File: config.mk
export PLATFORM = sky130hd
export DESIGN_NAME = subservient_boot_ctrl
export DESIGN_NICKNAME = d
export VERILOG_FILES = /design/src/rtl/subservient_pkg.sv /design/src/rtl/subservient_boot_ctrl.sv
export SDC_FILE = /design/constraint.sdc
export NUM_CORES = 1
export LEC_CHECK = 0
export BUFFER_PORTS_ARGS = -buffer_cell sky130_fd_sc_hd__buf_2
export CORE_MARGIN = 2
export CORE_UTILIZATION = 30
export DETAILED_ROUTE_END_ITERATION = 8
export GPL_ROUTABILITY_DRIVEN = 0
export PLACE_DENSITY_LB_ADDON = 0.2
export SLEW_MARGIN = 20
export SYNTH_ARGS = -nofsm -noshare
export SYNTH_HDL_FRONTEND = slang
export SYNTH_SLANG_ARGS = --single-unit
File: constraint.sdc
create_clock -name i_clk -period 4.9 [get_ports i_clk]
set_input_delay 0.98 -clock i_clk [delete_from_list [all_inputs] [get_ports i_clk]]
set_output_delay 0.98 -clock i_clk [all_outputs]
set_load 0.05 [all_outputs]
File: src/rtl/subservient_pkg.sv
// rtl/subservient_pkg.sv - shared boot controller state encodings and default load window
package subservient_pkg;

    typedef enum logic [1:0] {
        LOAD   = 2'd0,
        SETTLE = 2'd1,
        RUN    = 2'd2
    } boot_state_t;

    localparam int DEF_BOOT_BASE  = 0;
    localparam int DEF_BOOT_BYTES = 256;

endpackage

File: src/rtl/subservient_boot_ctrl.sv
// rtl/subservient_boot_ctrl.sv - streams a boot image into SRAM, then hands the SRAM port to the core
module subservient_boot_ctrl
    import subservient_pkg::*;
#(
    parameter int memsize    = 512,
    parameter int aw         = $clog2(memsize),
    parameter int BOOT_BASE  = DEF_BOOT_BASE,
    parameter int BOOT_BYTES = DEF_BOOT_BYTES
) (
    input  logic          i_clk,
    input  logic          i_rst,
    input  logic          i_boot_req,
    input  logic [7:0]    i_data,
    input  logic          i_valid,
    output logic          o_ready,
    output logic          o_core_rst,
    output logic          o_done,
    output logic [7:0]    o_csum,
    input  logic [aw-1:0] i_core_waddr,
    input  logic [7:0]    i_core_wdata,
    input  logic          i_core_wen,
    input  logic [aw-1:0] i_core_raddr,
    input  logic          i_core_ren,
    output logic [7:0]    o_core_rdata,
    output logic [aw-1:0] o_sram_waddr,
    output logic [7:0]    o_sram_wdata,
    output logic          o_sram_wen,
    output logic [aw-1:0] o_sram_raddr,
    input  logic [7:0]    i_sram_rdata,
    output logic          o_sram_ren
);

    localparam int cw = $clog2(BOOT_BYTES + 1);

    boot_state_t   state, state_nxt;
    logic [cw-1:0] cnt, cnt_nxt;
    logic [7:0]    csum, csum_nxt;
    logic          core_rst;
    logic          accept;

    // A restart request blocks acceptance so the restarting cycle cannot land a byte.
    assign o_ready = (state == LOAD) && !i_boot_req;
    assign accept  = i_valid && o_ready;

    always_comb begin
        state_nxt = state;
        cnt_nxt   = cnt;
        csum_nxt  = csum;
        case (state)
            LOAD: begin
                if (i_boot_req) begin
                    cnt_nxt  = '0;
                    csum_nxt = '0;
                end else if (accept) begin
                    cnt_nxt  = cnt + 1'b1;
                    csum_nxt = csum + i_data;
                    if (cnt == cw'(BOOT_BYTES - 1)) state_nxt = SETTLE;
                end
            end
            SETTLE: state_nxt = RUN;
            RUN: begin
                if (i_boot_req) begin
                    state_nxt = LOAD;
                    cnt_nxt   = '0;
                    csum_nxt  = '0;
                end
            end
            default: state_nxt = LOAD;
        endcase
    end

    always_ff @(posedge i_clk or posedge i_rst) begin
        if (i_rst) begin
            state    <= LOAD;
            cnt      <= '0;
            csum     <= '0;
            core_rst <= 1'b1;
        end else begin
            state    <= state_nxt;
            cnt      <= cnt_nxt;
            csum     <= csum_nxt;
            core_rst <= (state_nxt != RUN);
        end
    end

    assign o_core_rst   = core_rst;
    assign o_done       = (state == RUN);
    assign o_csum       = csum;
    assign o_core_rdata = i_sram_rdata;

    // The core owns the SRAM only while running; otherwise the loader drives writes and reads are parked.
    always_comb begin
        o_sram_waddr = aw'(BOOT_BASE) + aw'(cnt);
        o_sram_wdata = i_data;
        o_sram_wen   = accept;
        o_sram_raddr = '0;
        o_sram_ren   = 1'b0;
        if (state == RUN) begin
            o_sram_waddr = i_core_waddr;
            o_sram_wdata = i_core_wdata;
            o_sram_wen   = i_core_wen;
            o_sram_raddr = i_core_raddr;
            o_sram_ren   = i_core_ren;
        end
    end

endmodule

# [Word-level counts from Yosys, hierarchy flattened]
# Index checks and enable logic that the tools add are counted.
[op_classes] n_addsub=2 eq_ne=6 mux=18 n_reduce_logical=6
[op_table] operator="$mux 9" count=5
[op_table] operator="$mux 8" count=4
[op_table] operator="$pmux 9 s2" count=1
[op_table] operator="$pmux 8 s2" count=1
[op_table] operator="$add 9x1->9 const B" count=1
[op_table] operator="$eq 9x8->1 const B" count=1
[op_table] operator="$add 8x8->8" count=1
[op_table] operator="$mux 2" count=4
[op_table] operator="$pmux 2 s3" count=1
[op_table] operator="$ne 2x2->1 const B" count=2
[op_table] operator="$ne 3x3->1 const B" count=1
[op_table] operator="$reduce_and 3->1" count=1
[op_table] operator="$eq 2x1->1 const B" count=1
[op_table] operator="$eq 2x2->1 const B" count=1
[op_table] operator="$logic_and 1x1->1" count=2
[op_table] operator="$logic_not 2->1" count=1
[op_table] operator="$mux 1" count=2
[op_table] operator="$reduce_bool 2->1" count=1
[op_table] operator="$logic_not 1->1" count=1
[totals] reg_bits=20 output_inout_bits=47 word_cells=36

# [Depth between registers and ports, before layout]
# Gate-level depths: netlist (run 1).
[logic_depth] word_depth=7 depth_mapped=7

# [Worst setup path after synthesis (run 1)]
# Ideal clock, no wire load.
[synth_timing] path_type="reg-to-output" from="register state[0]" to="output o_sram_waddr[6]" t_arrival_ps=2182 required_ps=3920 path_slack_ps=1738 path_stages_with_launch=5 path_cell_list="dfrtp_1 nand2b_1 inv_2 clkbuf_1 o21ai_0"
[synth_between] elab_chain_cells=2
[synth_rtl] item="start: declaration" line_no="subservient_boot_ctrl.sv:35" rtl="boot_state_t state, state_nxt;"
[synth_rtl] item="start signal: assignment" line_no="subservient_boot_ctrl.sv:79" rtl="state <= state_nxt;"
[synth_rtl] item="$eq 2x2->1"
[synth_rtl] item="named net o_done" line_no="subservient_boot_ctrl.sv:17" rtl="output logic o_done,"
[synth_rtl] item="$mux 9" line_no="subservient_boot_ctrl.sv:98" rtl="if (state == RUN) begin"
[synth_rtl] item="end: declaration" line_no="subservient_boot_ctrl.sv:25" rtl="output logic [aw-1:0] o_sram_waddr,"
# The timed path passes the listed nets, and every way through them passes these cells.

# [Final worst setup path (run 1)]
[layout_timing] from="input i_valid" to="output o_sram_wen"
[layout_between] elab_chain_cells=2
[layout_rtl] item="start: declaration" line_no="subservient_boot_ctrl.sv:14" rtl="input logic i_valid,"
[layout_rtl] item="$logic_and 1x1->1" line_no="subservient_boot_ctrl.sv:43" rtl="assign accept = i_valid && o_ready;"
[layout_rtl] item="$mux 1" line_no="subservient_boot_ctrl.sv:98"
[layout_rtl] item="end: declaration" line_no="subservient_boot_ctrl.sv:27" rtl="output logic o_sram_wen,"
# Every way passes these cells.

==> run_results.csv, run 1 <==
group,metric,value,unit
run_status,outcome,"completed",
synth,syn_area,1570,sq um
worst_setup_path,cp.required,3920,ps
sta,hold_slack,485,ps
global_routing,grt_max_degree,34,
sta,relSlewSlack,40.4,%
floorplanning,num_rows,26,
synth,synth_simple_gate_area_share,20.5,%
finish,drive_gt1_share,43.1,%
power_and_ir_drop,combPwrFrac,41.9,%
finish,syn2layout_area_growth,28.7,%
routing,post_drt_wl_per_cell,11.7,microns
synth,avgSynthCellArea,8.78,sq um
finish,antenna_cells,0,
finish,postLayoutCoreUtil,39.9,%
global_routing,grt_pass1_vias,1358,
global_routing,grt_pass1_wl,6200,microns
synth,yosysSeqAreaShare,31.9,%
finish,final_common_cell,"buf_2",
clock_network,cts_buffers,3,
power_and_ir_drop,power_switching,0.000226,W
worst_setup_path,critPathSlowestCell,"nand2_1",
place,place_ws,1920,ps
global_routing,met3_usage,3.20,%
global_routing,grt_busiest_layer,"met2",
floorplanning,core-area,5070,sq um
power_and_ir_drop,p_int,0.000335,W
clock_network,cts_resized,0,
power_and_ir_drop,p_clk_share,23.0,%
synth,ys_warn_count,0,
sta,tightest_slew,894,ps
routing,drtAntennaViolNets,0,
worst_setup_path,critPathBufInv,2,
global_routing,grt_usage,12.9,%
finish,final_cell_mix,"buf_2 (78), nand2_1 (27), o21ai_0 (20), dfrtp_1 (19), mux2_2 (15)",
clock_network,cts_sinks,20,
routing,drt_iter0_markers,68,
worst_setup_path,timing.critical_path.from_type,"input port",
sta,finalCritPeriodShare,60.4,%
sta,layout_setup_ws,1940,ps
synth,synth_edf_count,0,
routing,drc,0,
synth,synth-main-ff-cell,"dfrtp_1",
synth,syn_inst,179,
sta,setup_viol,0,
power_and_ir_drop,pwr_density_cell,277,nW/um^2
sta,fin_crit,2960,ps
sta,fmax,0.338,GHz
sta,fin_tns_setup,0,ps
power_and_ir_drop,ir_worst_vdd,124,uV
worst_setup_path,cp.arrival,1980,ps
floorplanning,start_util,31.0,%
power_and_ir_drop,p_leak,1.04,nW
floorplanning,die_w,76.4,microns
job,drv_cap,0,
routing,drt-pass1-iter-count,7,
synth,synth-async-reset-ratio,100,%
sta,drv_slew,0,
synth,yosysUniqueCellTypes,43,
clock_network,insertion_delay,260,ps
synth,synth.mux.area_fraction,11.7,%
worst_setup_path,max_stage_delay,290,ps
synth,synth-xor-area-share,2.23,%
global_routing,use_met1,17.2,%
sta,skew,1.96,ps
power_and_ir_drop,p_seq_share,35.1,%
clock_network,cts_hold_buf,0,
worst_setup_path,crit_type,"in2out",
finish,fillers,549,
worst_setup_path,end_kind,"primary output",
synth,synth_seq_cells,20,
floorplanning,io-pin-count,95,
floorplanning,dieArea,5830,sq um
synth,synth-adder-area-share,8.44,%
clock_network,cts_setup_buffers,0,
routing,num_vias,1480,
hold_path,min_path_type,"reg2reg",
sta,hold_viol,0,
clock_network,cts_tree,"done",
global_routing,antenna_found_initial,0,
global_routing,grt_overflow,0,
place,numPortBuffers,78,
routing,vias_per_cell,4.65,
clock_network,h-tree-depth,1,
worst_setup_path,cp_cell_sequence,"buf_2, nor2b_1, nand2_1, nand2_1, buf_2",
synth,synth_nets,237,
synth,synth_compound_area_share,18.6,%
global_routing,grt_use_met2,20.8,%
finish,fin_nets,307,
floorplanning,die_h,76.4,microns
power_and_ir_drop,swShare,40.3,%
clock_network,cts_root_buf,"clkbuf_8",
synth,synth_top_family_by_area,"simple AND/OR/NAND/NOR gates",
clock_network,path_clk_slew,80,ps
worst_setup_path,crit_family,"simple AND/OR/NAND/NOR gates",
routing,drt-total-wl,3720,microns
worst_setup_path,cp_max_fo,8,
clock_network,cts_buffer_depth,2,
sta,rsz0062_at_grt,"false",
place,dp_hpwl,2810,microns
## through the flow
step	std cells	total power, W	area [sq um]
after detailed placement	314	0.000436	1970
after global routing	318	0.000596	2020
after global placement	314	0.000436	1970
after floorplan	179	0.000395	1570
after CTS	318	0.000567	2020
final	318	0.000561	2020
## cell type report
type | count | area [sq um] | area share (%)
Tap cell | 70 | 87.6 | 4.33
Inverter | 6 | 22.5 | 1.11
Multi-Input combinational cell | 140 | 966 | 47.7
Clock buffer | 4 | 55.1 | 2.72
Timing Repair Buffer | 78 | 390 | 19.3
Sequential cell | 20 | 502 | 24.8
## state kept, by name, indices dropped and copies added (netlist names)
name / count
cnt: 9
o_core_rst: 1
state: 2
o_csum: 8
## synthesized netlist by cell type, drive strengths merged, types with 4 or more instances
master	n	share of area, %
nor3	4	1.6
a21oi	5	1.6
and2	11	4.5
buf	10	4.5
nor2	9	2.1
dfrtp	19	30
inv	6	1.4
ha	9	7.2
nand2	27	6.4
nand2b	4	1.6
o21ai	21	6.9
mux2	16	12
## power groups by stage
stage | logic, W | registers, W | clock network (W)
6_report | 0.000235 | 0.000197 | 0.000129
5_1_grt | 0.000257 | 0.000200 | 0.000139
4_1_cts | 0.000237 | 0.000197 | 0.000133
3_5_place_dp | 0.000236 | 0.000200 | 0
3_3_place_gp | 0.000236 | 0.000201 | 0
2_1_floorplan | 0.000149 | 0.000247 | 0
## cell families (layout without fill, tap and decap cells)
group	count (synthesis)	count (layout)
simple gates	66	66
flops	20	20
buf+inv	19	88
compound gates	44	44
mux	16	16
fa+ha+maj	10	10
xor+xnor	4	4
## routing by layer
metal	share of wire, %	wire length [microns]	up-vias
li1	-	-	761
met2	45	1660	63
met3	8.2	307	2
met1	47	1740	654
met5	0	0	-
met4	0.35	13	0
## worst min-delay path, stage by stage, from the launching register on
cell     delay (ps)
dfrtp_1         350
nand2_1          50
o31ai_1          50
## path summary, 6_finish.rpt
kind	startpoint	endpoint	slack (ps)	cells past startpoint
worst min register to register	cnt[8]	cnt[8]	480	2
worst max register to register	o_csum[1]	o_csum[7]	2840	6
worst max-delay path	i_valid	o_sram_wen	1940	5
worst min-delay path	cnt[8]	cnt[8]	480	2
min in group asynchronous	i_rst	cnt[4]	870	2
max in group asynchronous	i_rst	cnt[8]	3530	2
No activity file was read; power rests on OpenSTA's default activity.
==> inputs of run 2 (changes only) <==
--- a/config.mk
+++ b/config.mk
@@ -5,6 +5,7 @@
 export SDC_FILE = /design/constraint.sdc
 export NUM_CORES = 1
 export LEC_CHECK = 0
+export ABC_AREA = 1
 export BUFFER_PORTS_ARGS = -buffer_cell sky130_fd_sc_hd__buf_2
 export CORE_MARGIN = 2
 export CORE_UTILIZATION = 30
==> constraint.sdc (replaced) <==
create_clock -name i_clk -period 2.4 [get_ports i_clk]
set_input_delay 0.48 -clock i_clk [delete_from_list [all_inputs] [get_ports i_clk]]
set_output_delay 0.48 -clock i_clk [all_outputs]
set_load 0.05 [all_outputs]
==> run 2 against run 1 <==
Compared with the run above: core utilization increased by 0.49 points; final cell count increased by 21%; global-route usage increased by 1.1 points; hold slack got worse by 120 ps; final area increased by 2.5%; via count increased by 13%; clock power increased by 100%; die area increased by 2.6%; sequential share of layout area decreased by 0.61 points; combinational power increased by 40%; power increased by 71%; largest power group is now registers; highest routed layer unchanged.
==> run_results.csv, run 2 <==
group,metric,value,unit
routing,drt_iter0_markers,43,
routing,post_drt_wl_per_cell,10.7,microns
synth,synth_seq_cells,20,
synth,syn_area,1620,sq um
global_routing,grt_busiest_layer,"met2",
finish,final_cell_area,2070,sq um
synth,synth_nets,302,
clock_network,cts_setup_buffers,0,
worst_setup_path,max_stage_delay,520,ps
global_routing,antenna_found_initial,0,
floorplanning,dieArea,5990,sq um
floorplanning,start_util,31.4,%
routing,vias_per_cell,4.35,
routing,num_vias,1675,
place,dp_hpwl,3240,microns
job,drv_cap,0,
finish,drive_gt1_share,32.4,%
floorplanning,num_rows,26,
clock_network,cts_sinks,20,
global_routing,grt_usage,13.9,%
sta,relSlewSlack,46.4,%
power_and_ir_drop,p_seq_share,39.0,%
worst_setup_path,cp.required,1920,ps
sta,layout_setup_ws,148,ps
synth,synth-main-ff-cell,"dfrtp_1",
power_and_ir_drop,power_switching,0.000353,W
power_and_ir_drop,power,0.000962,W
clock_network,cts_root_buf,"clkbuf_8",
worst_setup_path,critPathSlowestCell,"dfrtp_1",
finish,antenna_cells,0,
worst_setup_path,cp_max_fo,15,
power_and_ir_drop,p_leak,1.29,nW
finish,largest_reg_flops,9,
power_and_ir_drop,p_clk_share,26.8,%
synth,ys_warn_count,0,
finish,fillers,591,
finish,final_common_cell,"nand2_1",
sta,finalCritPeriodShare,93.8,%
power_and_ir_drop,ir_worst_vdd,269,uV
place,place_ws,351,ps
clock_network,cts_buffer_depth,2,
worst_setup_path,cp_cell_sequence,"inv_2, nand2_2, buf_4, nand2_1, o21a_1, buf_2",
sta,rsz0062_at_grt,"false",
place,placed_area,2020,sq um
clock_network,cts_tree,"done",
power_and_ir_drop,swShare,36.7,%
hold_path,min_path_type,"in2async",
global_routing,met3_usage,3.95,%
clock_network,h-tree-depth,1,
sta,tightest_slew,803,ps
synth,synth_top_area_share,29.4,%
finish,final_cell_mix,"nand2_1 (80), buf_2 (78), inv_1 (36), nor2_1 (20), dfrtp_1 (19)",
finish,regMostFlops,"cnt",
worst_setup_path,cp.arrival,1770,ps
synth,synth-async-reset-ratio,100,%
synth,yosysUniqueCellTypes,29,
floorplanning,die_h,77.4,microns
synth,synth_edf_count,0,
sta,fmax,0.444,GHz
power_and_ir_drop,combPwrFrac,34.2,%
synth,synth_top_area_cell,"dfrtp_1",
routing,drc,0,
synth,synthTopCellsByCount,"nand2_1 (80), inv_1 (36), nor2_1 (20)",
run_status,outcome,"completed",
synth,avgSynthCellArea,6.62,sq um
global_routing,grt_pass1_vias,1534,
worst_setup_path,timing.critical_path.from_type,"flip-flop",
place,numPortBuffers,78,
sta,setup_viol,0,
floorplanning,die_w,77.4,microns
floorplanning,core-area,5140,sq um
worst_setup_path,end_kind,"primary output",
worst_setup_path,critPathBufInv,3,
finish,syn2layout_area_growth,28.4,%
routing,drtAntennaViolNets,0,
clock_network,cts_buffers,3,
routing,drt-total-wl,4120,microns
floorplanning,io-pin-count,95,
global_routing,grt_max_degree,25,
sta,fin_tns_setup,0,ps
sta,fin_crit,2250,ps
power_and_ir_drop,pwr_density_cell,463,nW/um^2
synth,syn_inst,244,
worst_setup_path,crit_type,"reg2out",
clock_network,path_clk_slew,80,ps
global_routing,grt_pass1_wl,6810,microns
power_and_ir_drop,p_int,0.000609,W
finish,fin_nets,374,
synth,synth_most_common_cell,"nand2_1",
worst_setup_path,crit_family,"buffers and inverters",
clock_network,insertion_delay,260,ps
synth,yosys-top-cells-area,"dfrtp_1 (29%), nand2_1 (19%), inv_1 (8.4%), ha_1 (7.0%), nor2_1 (4.6%)",
global_routing,grt_use_met2,24.6,%
routing,drt-pass1-iter-count,4,
synth,yosysSeqAreaShare,31.1,%
global_routing,grt_overflow,0,
sta,skew,2.66,ps
sta,drv_slew,0,
global_routing,use_met1,16.8,%
sta,hold_viol,0,
[run 2: final cells by class]
cell class,count,area [sq um],share of cell area (%)
clock buffer,4,55.1,2.65
timing repair buffer,80,405,19.5
multi-input combinational,170,866,41.7
sequential,20,502,24.2
tap,70,87.6,4.22
inverter,41,159,7.66
[run 2: repair_timing]
item / 4_1_cts / 5_1_grt
hold buffers: 0 / 0
resized for setup: 0 / 2
setup endpoints to repair: 0 / 17
endpoints found under the hold margin: 0 / 0
[run 2: path summary, 6_finish.rpt]
path	startpoint	to	slack, ps	cells after the start
worst max-delay path	state[0]	o_sram_waddr[0]	150	6
worst min-delay path	i_rst	o_csum[5]	360	2
worst max register to register	cnt[0]	cnt[8]	720	7
worst min register to register	cnt[8]	cnt[8]	500	2
max in group asynchronous	i_rst	cnt[1]	1540	2
min in group i_clk	cnt[8]	cnt[8]	500	2
[run 2: metrics by stage]
stage / util, % / std cells / hold slack, ps
after global routing: 40.4 / 385 / 444
after global placement: 39.2 / 381 / 466
after detailed placement: 39.2 / 381 / 475
final: 40.4 / 385 / 364
after floorplan: - / 244 / 443
after CTS: 40.3 / 385 / 389
[run 2: cells by family (layout without fill, tap and decap cells)]
logic type	after synthesis	in the layout	synth area share [%]
flip-flops	20	20	31.1
XOR/XNOR	1	1	0.542
buffers and inverters	54	125	15.3
AO/OA/AOI/OAI	33	33	12.4
AND/OR/NAND/NOR	126	126	32.5
adder cells (fa/ha/maj)	10	10	8.21
[run 2: worst reg2reg max path, stage by stage, from the launching register on]
cell	delay (ps)
dfrtp_1	380
ha_1	200
nand3_1	120
nor2_1	140
nand2_1	80
nor3_1	150
ha_1	260
o31ai_1	270
[run 2: power by group through the flow]
stage | Sequential (W) | Combinational [W] | Clock [W]
detailed placement | 0.000382 | 0.000333 | 0
global route | 0.000378 | 0.000362 | 0.000284
CTS | 0.000376 | 0.000334 | 0.000271
floorplan | 0.000431 | 0.000224 | 0
finish | 0.000375 | 0.000329 | 0.000258
global placement | 0.000382 | 0.000331 | 0
[run 2: layer usage]
layer	up-vias	wire length, microns
li1	889	-
met1	731	1930
met2	53	1870
met3	2	300
met4	0	23
met5	-	0
